==> config.mk <==
export PLATFORM = sky130hd
export DESIGN_NAME = ro_sum_accumulator_flat
export DESIGN_NICKNAME = d
export VERILOG_FILES = /design/src/rtl/ro_sensor_pkg.sv /design/src/rtl/ro_sum_accumulator_if.sv /design/src/rtl/ro_edge_sync.sv /design/src/rtl/ro_sum_accumulator.sv /design/src/flat_wrapper.sv
export SDC_FILE = /design/constraint.sdc
export NUM_CORES = 1
export LEC_CHECK = 0
export BUFFER_PORTS_ARGS = -buffer_cell sky130_fd_sc_hd__buf_2
export CORE_MARGIN = 10
export CORE_UTILIZATION = 40
export CTS_BUF_LIST = sky130_fd_sc_hd__clkbuf_4 sky130_fd_sc_hd__clkbuf_8
export DETAILED_ROUTE_END_ITERATION = 10
export PLACE_DENSITY = 0.69
export RECOVER_POWER = 25
export SLEW_MARGIN = 20
export SYNTH_ARGS = -nofsm -noshare
export SYNTH_HDL_FRONTEND = slang
export SYNTH_HIERARCHICAL = 1
export SYNTH_SLANG_ARGS = --single-unit
==> constraint.sdc <==
create_clock -name clk -period 1.8 [get_ports clk]
set_clock_uncertainty 0.05 [all_clocks]
set_input_delay 0.09 -clock clk [delete_from_list [all_inputs] [get_ports clk]]
set_output_delay 0.09 -clock clk [all_outputs]
set_load 0.05 [all_outputs]
==> src/rtl/ro_sensor_pkg.sv <==
// Shared definitions for the ring-oscillator temperature sensor slice:
// FSM states, result byte selection codes and the byte-select helper.
package ro_sensor_pkg;

  typedef enum logic [1:0] {
    IDLE = 2'd0,
    GATE = 2'd1,
    DONE = 2'd2
  } state_t;

  localparam logic [1:0]  SEL_LSB       = 2'd0;
  localparam logic [1:0]  SEL_MSB       = 2'd1;
  localparam logic [1:0]  SEL_TERM      = 2'd2;
  localparam logic [7:0]  TERM_BYTE     = 8'h0A;
  localparam int unsigned DEFAULT_SUM_W = 16;

  function automatic logic [7:0] select_byte(input logic [15:0] value,
                                             input logic [1:0]  sel);
    logic [7:0] b;
    b = 8'h00;
    case (sel)
      SEL_LSB:  b = value[7:0];
      SEL_MSB:  b = value[15:8];
      SEL_TERM: b = TERM_BYTE;
      default:  b = 8'h00;
    endcase
    return b;
  endfunction

endpackage

==> src/rtl/ro_sum_accumulator_if.sv <==
// Bundle between the RO sum accumulator and the measurement/UART controller.
interface ro_sum_accumulator_if
  import ro_sensor_pkg::*;
#(
  parameter int unsigned SUM_W = DEFAULT_SUM_W
);
  logic             ro_in;
  logic             sum_en;
  logic [1:0]       send_sel;
  logic             sum_ready;
  logic [SUM_W-1:0] sum;
  logic [7:0]       tx_data;

  modport master (
    output ro_in, sum_en, send_sel,
    input  sum_ready, sum, tx_data
  );

  modport slave (
    input  ro_in, sum_en, send_sel,
    output sum_ready, sum, tx_data
  );
endinterface

==> src/rtl/ro_edge_sync.sv <==
// Two-flop synchronizer for an asynchronous input plus a third flop giving a
// one-cycle pulse on each synchronized 0->1 transition.
module ro_edge_sync (
  input  logic clk,
  input  logic reset,
  input  logic async_in,
  output logic edge_pulse
);
  logic [2:0] sync_q;

  always_ff @(posedge clk) begin
    if (reset) sync_q <= '0;
    else       sync_q <= {sync_q[1:0], async_in};
  end

  assign edge_pulse = sync_q[1] & ~sync_q[2];
endmodule

==> src/rtl/ro_sum_accumulator.sv <==
// Counts RO rising edges over NUM_WINDOWS gate windows of GATE_CYCLES clocks,
// publishes the saturating sum with a one-cycle sum_ready pulse.
module ro_sum_accumulator
  import ro_sensor_pkg::*;
#(
  parameter int unsigned GATE_CYCLES = 1000,
  parameter int unsigned NUM_WINDOWS = 4,
  parameter int unsigned SUM_W       = DEFAULT_SUM_W
) (
  input  logic                   clk,
  input  logic                   reset,
  ro_sum_accumulator_if.slave    bus
);
  localparam int unsigned GW = $clog2(GATE_CYCLES);
  localparam int unsigned WW = (NUM_WINDOWS > 1) ? $clog2(NUM_WINDOWS) : 1;
  localparam logic [GW-1:0] GATE_LAST = GW'(GATE_CYCLES - 1);
  localparam logic [WW-1:0] WIN_LAST  = WW'(NUM_WINDOWS - 1);

  state_t           state, state_n;
  logic [GW-1:0]    gate_cnt, gate_cnt_n;
  logic [WW-1:0]    win_cnt, win_cnt_n;
  logic [SUM_W-1:0] acc, acc_n, acc_inc;
  logic [SUM_W-1:0] sum_q, sum_n;
  logic             ready_q, ready_n;
  logic             edge_pulse;

  ro_edge_sync u_sync (
    .clk        (clk),
    .reset      (reset),
    .async_in   (bus.ro_in),
    .edge_pulse (edge_pulse)
  );

  always_ff @(posedge clk) begin
    if (reset) begin
      state    <= IDLE;
      gate_cnt <= '0;
      win_cnt  <= '0;
      acc      <= '0;
      sum_q    <= '0;
      ready_q  <= 1'b0;
    end else begin
      state    <= state_n;
      gate_cnt <= gate_cnt_n;
      win_cnt  <= win_cnt_n;
      acc      <= acc_n;
      sum_q    <= sum_n;
      ready_q  <= ready_n;
    end
  end

  always_comb begin
    state_n    = state;
    gate_cnt_n = gate_cnt;
    win_cnt_n  = win_cnt;
    acc_n      = acc;
    sum_n      = sum_q;
    ready_n    = 1'b0;
    acc_inc    = (edge_pulse && (acc != '1)) ? acc + 1'b1 : acc;

    case (state)
      IDLE: begin
        gate_cnt_n = '0;
        win_cnt_n  = '0;
        acc_n      = '0;
        if (bus.sum_en) state_n = GATE;
      end
      GATE: begin
        if (!bus.sum_en) begin
          state_n    = IDLE;
          gate_cnt_n = '0;
          win_cnt_n  = '0;
          acc_n      = '0;
        end else begin
          acc_n = acc_inc;
          if (gate_cnt == GATE_LAST) begin
            gate_cnt_n = '0;
            if (win_cnt == WIN_LAST) begin
              // Publish on entry to DONE so sum and the pulse appear together.
              state_n   = DONE;
              win_cnt_n = '0;
              sum_n     = acc_inc;
              ready_n   = 1'b1;
            end else begin
              win_cnt_n = win_cnt + 1'b1;
            end
          end else begin
            gate_cnt_n = gate_cnt + 1'b1;
          end
        end
      end
      DONE: begin
        gate_cnt_n = '0;
        win_cnt_n  = '0;
        acc_n      = '0;
        state_n    = bus.sum_en ? GATE : IDLE;
      end
      default: state_n = IDLE;
    endcase
  end

  assign bus.sum       = sum_q;
  assign bus.sum_ready = ready_q;
  assign bus.tx_data   = select_byte(16'(sum_q), bus.send_sel);
endmodule
==> src/flat_wrapper.sv <==
// flat-port wrapper written by rule: the top's interface ports become plain ports
module ro_sum_accumulator_flat import ro_sensor_pkg::*;
#(
  parameter int unsigned GATE_CYCLES = 1000,
  parameter int unsigned NUM_WINDOWS = 4,
  parameter int unsigned SUM_W       = DEFAULT_SUM_W
)
  (clk, reset, bus_ro_in, bus_sum_en, bus_send_sel, bus_sum_ready, bus_sum, bus_tx_data);
  ro_sum_accumulator_if #(.SUM_W(SUM_W)) bus_i ();
  input  logic clk;
  input  logic reset;
  input wire logic [$bits(bus_i.ro_in)-1:0] bus_ro_in;
  input wire logic [$bits(bus_i.sum_en)-1:0] bus_sum_en;
  input wire logic [$bits(bus_i.send_sel)-1:0] bus_send_sel;
  output wire logic [$bits(bus_i.sum_ready)-1:0] bus_sum_ready;
  output wire logic [$bits(bus_i.sum)-1:0] bus_sum;
  output wire logic [$bits(bus_i.tx_data)-1:0] bus_tx_data;
  assign bus_i.ro_in = bus_ro_in;
  assign bus_i.sum_en = bus_sum_en;
  assign bus_i.send_sel = bus_send_sel;
  assign bus_sum_ready = bus_i.sum_ready;
  assign bus_sum = bus_i.sum;
  assign bus_tx_data = bus_i.tx_data;
  ro_sum_accumulator #(.GATE_CYCLES(GATE_CYCLES), .NUM_WINDOWS(NUM_WINDOWS), .SUM_W(SUM_W)) u_core (.clk(clk), .reset(reset), .bus(bus_i));
endmodule
==> metrics, run 1 <==
status=finished with violations; failing checks=negative setup slack; share of layout cells above drive strength 1=23.6%; Max Clock Freq=555 MHz; Post-synth top cells=50 x dfxtp_1, 37 x nor2_1, 29 x nand2_1; Post-synth EDFFs=0; post-synth top area share=38.7%; count leader, synth=dfxtp_1; Synth Instances=~320; Synth Flop Type=dfxtp_1; Yosys reg bits=50; placed wire-length estimate=4930 microns; clock-pin slew on the worst setup and hold paths=around 0.090 ns; Netlist cell types=48; CTS Buf Count=5; CTS tree=built; Worst path depth=7; Die Height=approximately 100 microns; initial drt markers=roughly 170; sequential area share after synthesis=38.7%; cell row count=29; Pwr Total=2050 uW; via count=2590; placed cell count=447; top post-synthesis cells by area=dfxtp_1 39%, a21oi_1 5.4%, nor2_1 5.4%, nand2_1 4.2%, nand3_1 3.3%; Tmin final=between 1.5 and 2 ns; worst path arrival time=roughly 1.9 ns; gpl congestion=slightly below 0.9; MaxCap Viol Count=0; IO Count=31; P per Cell Area=628 nW/um^2; vias in the first global route=2309; initial core utilization=40.9%; largest net degree at the start of global routing=25; Ant. Diodes=0; # port buffers=30; ys async rst share=0%; Post-Route Utilization=approximately half; Final Hold Viols=0; Final Setup Violations=1; unrepaired setup endpoints after global routing=yes; Global Route Usage Sum=12.7%; Worst-Skew Late Latency=0.30 ns; setup ws final=-0.00190 ns; fin cells=459; Syn. warnings=6; GRT Residual Overflow=0; Synth Area per Inst=8.05 sq um; leakage power=0.00125 uW; cell depth of the worst flop-to-flop path=7; total clock sinks=50; clk root buf=clkbuf_8; Worst-Margin Slew=just over 0.6 ns; Hold WC Path Type=in2reg; antenna violations before repair=0; Tcrit/Tclk final=100%; CTS H-tree lvls=2; Setup Crit Path Kind=reg2reg; Req. time, crit path=1.92 ns; first-pass GRT wire length=11000 microns; core area=6310 sq um; Routed Antenna Nets=0; max-slew violations=0; Critical Path End Type=register; Synth Net Count=330; Worst setup SP type=register; Hold Crit Depth=2; Layout Nets=390; CP cell instances=ha_1 > nand2_1 > buf_4 > nor3_1 > buf_4 > a21oi_1 > nor3_1; Vias per Instance=between 5 and 6; drt pass-1 iters=5; maximum VDD drop=374 uV; setup TNS=-0.00190 ns; worst path buffer plus inverter count=2; DIE WIDTH=100 microns; Routed WL=6940 microns; crit-path max cell delay=0.35 ns; area leader, netlist=dfxtp_1; DRC=0; Worst slew margin=59.6%; Die Area=10100 sq um; Cell Area, Synth=2580 sq um; P&R area growth vs syn=26.3%; Setup WS pre-CTS=0.0139 ns; routed len/inst=15.1 microns; Crit Path Max Fanout=4; Crit path max-delay family=simple AND/OR/NAND/NOR gates; CP max-delay cell=dfxtp_1; deepest clock path buffer count=2
-- cells in the final DEF (no fill, tap or decap), types with 2 or more instances in the layout --
cell,netlist,routed
or3_1,7,7
xor2_1,7,7
and3_1,6,5
a211oi_1,9,9
dlygate4sd3_1,0,2
dfxtp_4,0,2
nor4_4,2,3
a21oi_1,28,28
o21ai_1,1,3
nand4_1,10,10
nand2_1,29,29
a21o_1,7,7
dfxtp_2,0,6
nand3_1,17,15
buf_2,5,17
clkbuf_8,0,5
nor3_1,7,6
a41oi_1,2,2
mux2i_1,8,8
o211ai_1,5,5
nor3b_1,4,4
nor2_1,37,36
and4_1,2,2
nor4_1,4,2
a22o_1,3,3
o21ai_0,15,13
inv_1,4,4
clkbuf_1,11,13
dfxtp_1,50,42
a31oi_1,7,7
nor2b_1,5,5
nand3_2,1,2
or4_1,2,2
xnor2_1,4,4
clkbuf_4,0,2
buf_4,1,40
ha_1,3,2
nand2b_1,3,3
-- flip-flops by register name (all words and copies together), names as in the netlist --
| register | count |
|---|---|
| u_core/u_sync/sync_q | 3 |
| u_core/win_cnt | 2 |
| u_core/state | 2 |
| u_core/acc | 16 |
| u_core/bus.sum | 16 |
| u_core/gate_cnt | 10 |
| u_core/bus.sum_ready | 1 |
-- metal layers --
metal | global-route usage (%) | up-vias | wire, microns
li1 | - | 1284 | -
met1 | 17.1 | 1217 | 3180
met2 | 19.9 | 81 | 3250
met3 | 2.20 | 8 | 416
met4 | 4.67 | 0 | 88
met5 | 0 | - | 0
-- cells by family after synthesis --
kind of cell | share of synthesized area [%]
simple gates | 29.9
compound gates | 18.9
flops | 38.7
buf+inv | 4.21
xor+xnor | 3.73
mux | 3.10
fa+ha+maj | 1.45
-- final cells by class --
| type | count | area [sq um] |
|---|---|---|
| Fill cell | 588 | 3050 |
| Multi-Input combinational cell | 247 | 1550 |
| Sequential cell | 50 | 1020 |
| Timing Repair Buffer | 73 | 474 |
| Tap cell | 77 | 96.3 |
| Clock buffer | 7 | 83.8 |
| Clock inverter | 1 | 30.0 |
| Inverter | 4 | 15.0 |
-- worst reg2reg max path, stage by stage (launching register included) --
cell and delay (ns):
dfxtp_1 0.35, ha_1 0.20, nand2_1 0.13, buf_4 0.17, nor3_1 0.26, buf_4 0.17
a21oi_1 0.05, nor3_1 0.30
-- worst paths after layout --
| kind | startpoint | end | slack, ns |
|---|---|---|---|
| setup / recovery | u_core/acc[0] | u_core/acc[8] | -0.002 |
| hold reg to reg | u_core/u_sync/sync_q[0] | u_core/u_sync/sync_q[1] | 0.41 |
| setup reg to reg | u_core/acc[0] | u_core/acc[8] | -0.002 |
| hold / removal | reset | u_core/gate_cnt[0] | 0.08 |
-- what timing repair did --
item                                   in CTS  in global routing
pin swaps                                   1                  8
setup endpoints to repair                   3                 24
gates resized for setup                     1                 18
setup buffers                               0                  2
endpoints found under the hold margin       2                  0
hold buffers                                2                  0
-- power breakdown --
part	total (uW)	switching (uW)	internal [uW]	leakage, uW
clock network	812	365	447	0.0000593
logic	118	69.5	48.4	0.000778
registers	1120	6.94	1110	0.000408
total	2050	442	1610	0.00125
-- through the flow --
stage,hold WS (ns),instance area (sq um)
2_1_floorplan,0.112,2600
6_report,0.0773,3260
3_3_place_gp,0.262,3060
3_5_place_dp,0.273,3060
4_1_cts,0.0717,3200
5_1_grt,0.0843,3260
Power figures use the tool's default switching activity.
==> run 2: changes to the inputs <==
- TNS_END_PERCENT: unset -> 1
==> run 2 against run 1 <==
The run still ends with negative setup slack left. Die area is the same. Setup slack got worse by 0.14 ns. Register-to-register slack lost 0.14 ns. Sequential share of layout area shrank 1.6 points. Global-route usage increased by 0.78 points. Clock power about the same. Hold slack lost 0.011 ns.
==> metrics, run 2 (synthesis results as in run 1) <==
deepest clock path buffer count=2 (unchanged); Worst-Skew Late Latency=0.31 ns (was 0.30 ns); share of layout cells above drive strength 1=29.0% (was 23.6%); Global Route Usage Sum=13.5% (was 12.7%); Worst slew margin=75.4% (was 59.6%); IO Count=31 (unchanged); Tmin final=1.94 ns (was 1.80 ns); Final Hold Viols=0 (unchanged); most common cell after layout, fill and taps aside=dfxtp_1 (unchanged); Crit Path Max Fanout=6 (was 4); Post-Layout Inst Area=3410 sq um (was 3260 sq um); status=finished with violations (unchanged); clock-pin slew on the worst setup and hold paths=0.09 ns (about the same); CTS tree=built (unchanged); P per Cell Area=605 nW/um^2 (was 628 nW/um^2); P&R area growth vs syn=31.8% (was 26.3%); Setup WS pre-CTS=-0.0424 ns (was 0.0139 ns); CTS H-tree lvls=2 (unchanged); Worst setup SP type=register (unchanged); GRT Residual Overflow=0 (unchanged); routed len/inst=16.1 microns (was 15.1 microns); placed cell area=3040 sq um (was 3060 sq um); Req. time, crit path=1.96 ns (was 1.92 ns); total clock sinks=50 (unchanged); Post-Route Utilization=54.0% (was 51.7%); DIE WIDTH=100 microns (unchanged); DRC=0 (unchanged); vias in the first global route=2394 (was 2309); Setup Crit Path Kind=reg2reg (unchanged); clk root buf=clkbuf_8 (unchanged); Ant. Diodes=0 (unchanged); via count=2621 (was 2590); initial drt markers=184 (was 167); first-pass GRT wire length=11500 microns (was 11000 microns); Hold WC Path Type=in2reg (unchanged); fill count=592 (was 588); Pwr Total=2060 uW (was 2050 uW); Max Clock Freq=515 MHz (was 555 MHz); Routed WL=7460 microns (was 6940 microns); unrepaired setup endpoints after global routing=yes (unchanged); Worst R2R Setup Slack=-0.14 ns (was -0.002 ns); initial core utilization=40.9% (unchanged); Die Height=100 microns (unchanged); Die Area=10100 sq um (unchanged); maximum VDD drop=416 uV (was 374 uV); antenna violations before repair=0 (unchanged); cell row count=29 (unchanged); CTS Buf Count=5 (unchanged); # port buffers=30 (unchanged); Final Setup Violations=17 (was 1); max-slew violations=0 (unchanged); commonest non-fill, non-tap cells in the layout=45 x dfxtp_1, 41 x buf_4, 34 x nor2_1 (was 42 x dfxtp_1, 40 x buf_4, 36 x nor2_1); Vias per Instance=5.66 (was 5.64); Tcrit/Tclk final=108% (was 100%); failing checks=negative setup slack (unchanged); Layout Nets=395 (was 390); leakage power=0.00135 uW (was 0.00125 uW); worst path arrival time=2.10 ns (was 1.93 ns); setup ws final=-0.142 ns (was -0.00190 ns); largest net degree at the start of global routing=27 (was 25); Critical Path End Type=register (unchanged); Worst-Margin Slew=0.366 ns (was 0.609 ns); CP cell instances=ha_4 > nand4_1 > nor4_4 > and3_4 > clkbuf_16 > nor2_1 > a211oi_1 (was ha_1 > nand2_1 > buf_4 > nor3_1 > buf_4 > a21oi_1 > nor3_1); Routed Antenna Nets=0 (unchanged); MaxCap Viol Count=0 (unchanged); gpl congestion=0.851 (was 0.881); crit-path max cell delay=0.38 ns (was 0.35 ns); drt pass-1 iters=4 (was 5); placed wire-length estimate=5060 microns (was 4930 microns); CP max-delay cell=nor4_4 (was dfxtp_1); core area=6310 sq um (unchanged)
[run 2: routing by layer]
layer  part of all wire [%]  up-vias  GRT usage, %  wire length (microns)
li1                       -     1288             -                      -
met1                     41     1254          16.8                   3090
met2                     51       67          22.6                   3820
met3                    5.8       12          2.47                    430
met4                    1.6        0          4.89                    123
met5                      0        -             0                      0
[run 2: area by class of cell]
cell class	instances	area (sq um)	area share, %
inverter	4	15.0	0.441
timing repair buffer	78	588	17.3
clock inverter	1	30.0	0.881
sequential	50	1010	29.6
multi-input combinational	247	1590	46.6
clock buffer	6	82.6	2.42
tap	77	96.3	2.83
[run 2: worst max-delay path: cells and delay by family, from the launching register on]
| family | cells | cell delay [ns] |
|---|---|---|
| simple gates | 4 | 0.90 |
| buf+inv | 1 | 0.17 |
| compound gates | 1 | 0.23 |
| fa+ha+maj | 1 | 0.14 |
| flops | 1 | 0.36 |
[run 2: power by group]
group / switching, uW / internal (uW) / leakage, uW
Clock: 366 / 445 / 0.0000573
Combinational: 73.5 / 51.7 / 0.000885
Sequential: 9.30 / 1120 / 0.000406
[run 2: metrics by stage]
stage / hold WS [ns] / setup TNS, ns / cells
after floorplan: 0.112 / -0.177 / 321
after global placement: 0.245 / 0 / 447
after detailed placement: 0.259 / -0.0966 / 447
after CTS: 0.0441 / 0 / 456
after global routing: 0.0728 / -2.06 / 463
final: 0.0666 / -0.788 / 463
[run 2: final timing paths]
path,from,endpoint,cells after the start
max,u_core/gate_cnt[1],u_core/bus.sum[10],7
min,reset,u_core/u_sync/sync_q[2],2
min reg2reg,u_core/u_sync/sync_q[0],u_core/u_sync/sync_q[1],1
max reg2reg,u_core/gate_cnt[1],u_core/bus.sum[10],7
[run 2: repair_timing]
| action | 4_1_cts | 5_1_grt |
|---|---|---|
| hold buffers | 2 | 0 |
| endpoints found under the hold margin | 2 | 0 |
| pin swaps | 1 | 19 |
| setup buffers | 0 | 5 |
| cloned | 0 | 2 |
| resized for setup | 2 | 25 |
| setup endpoints to repair | 10 | 29 |
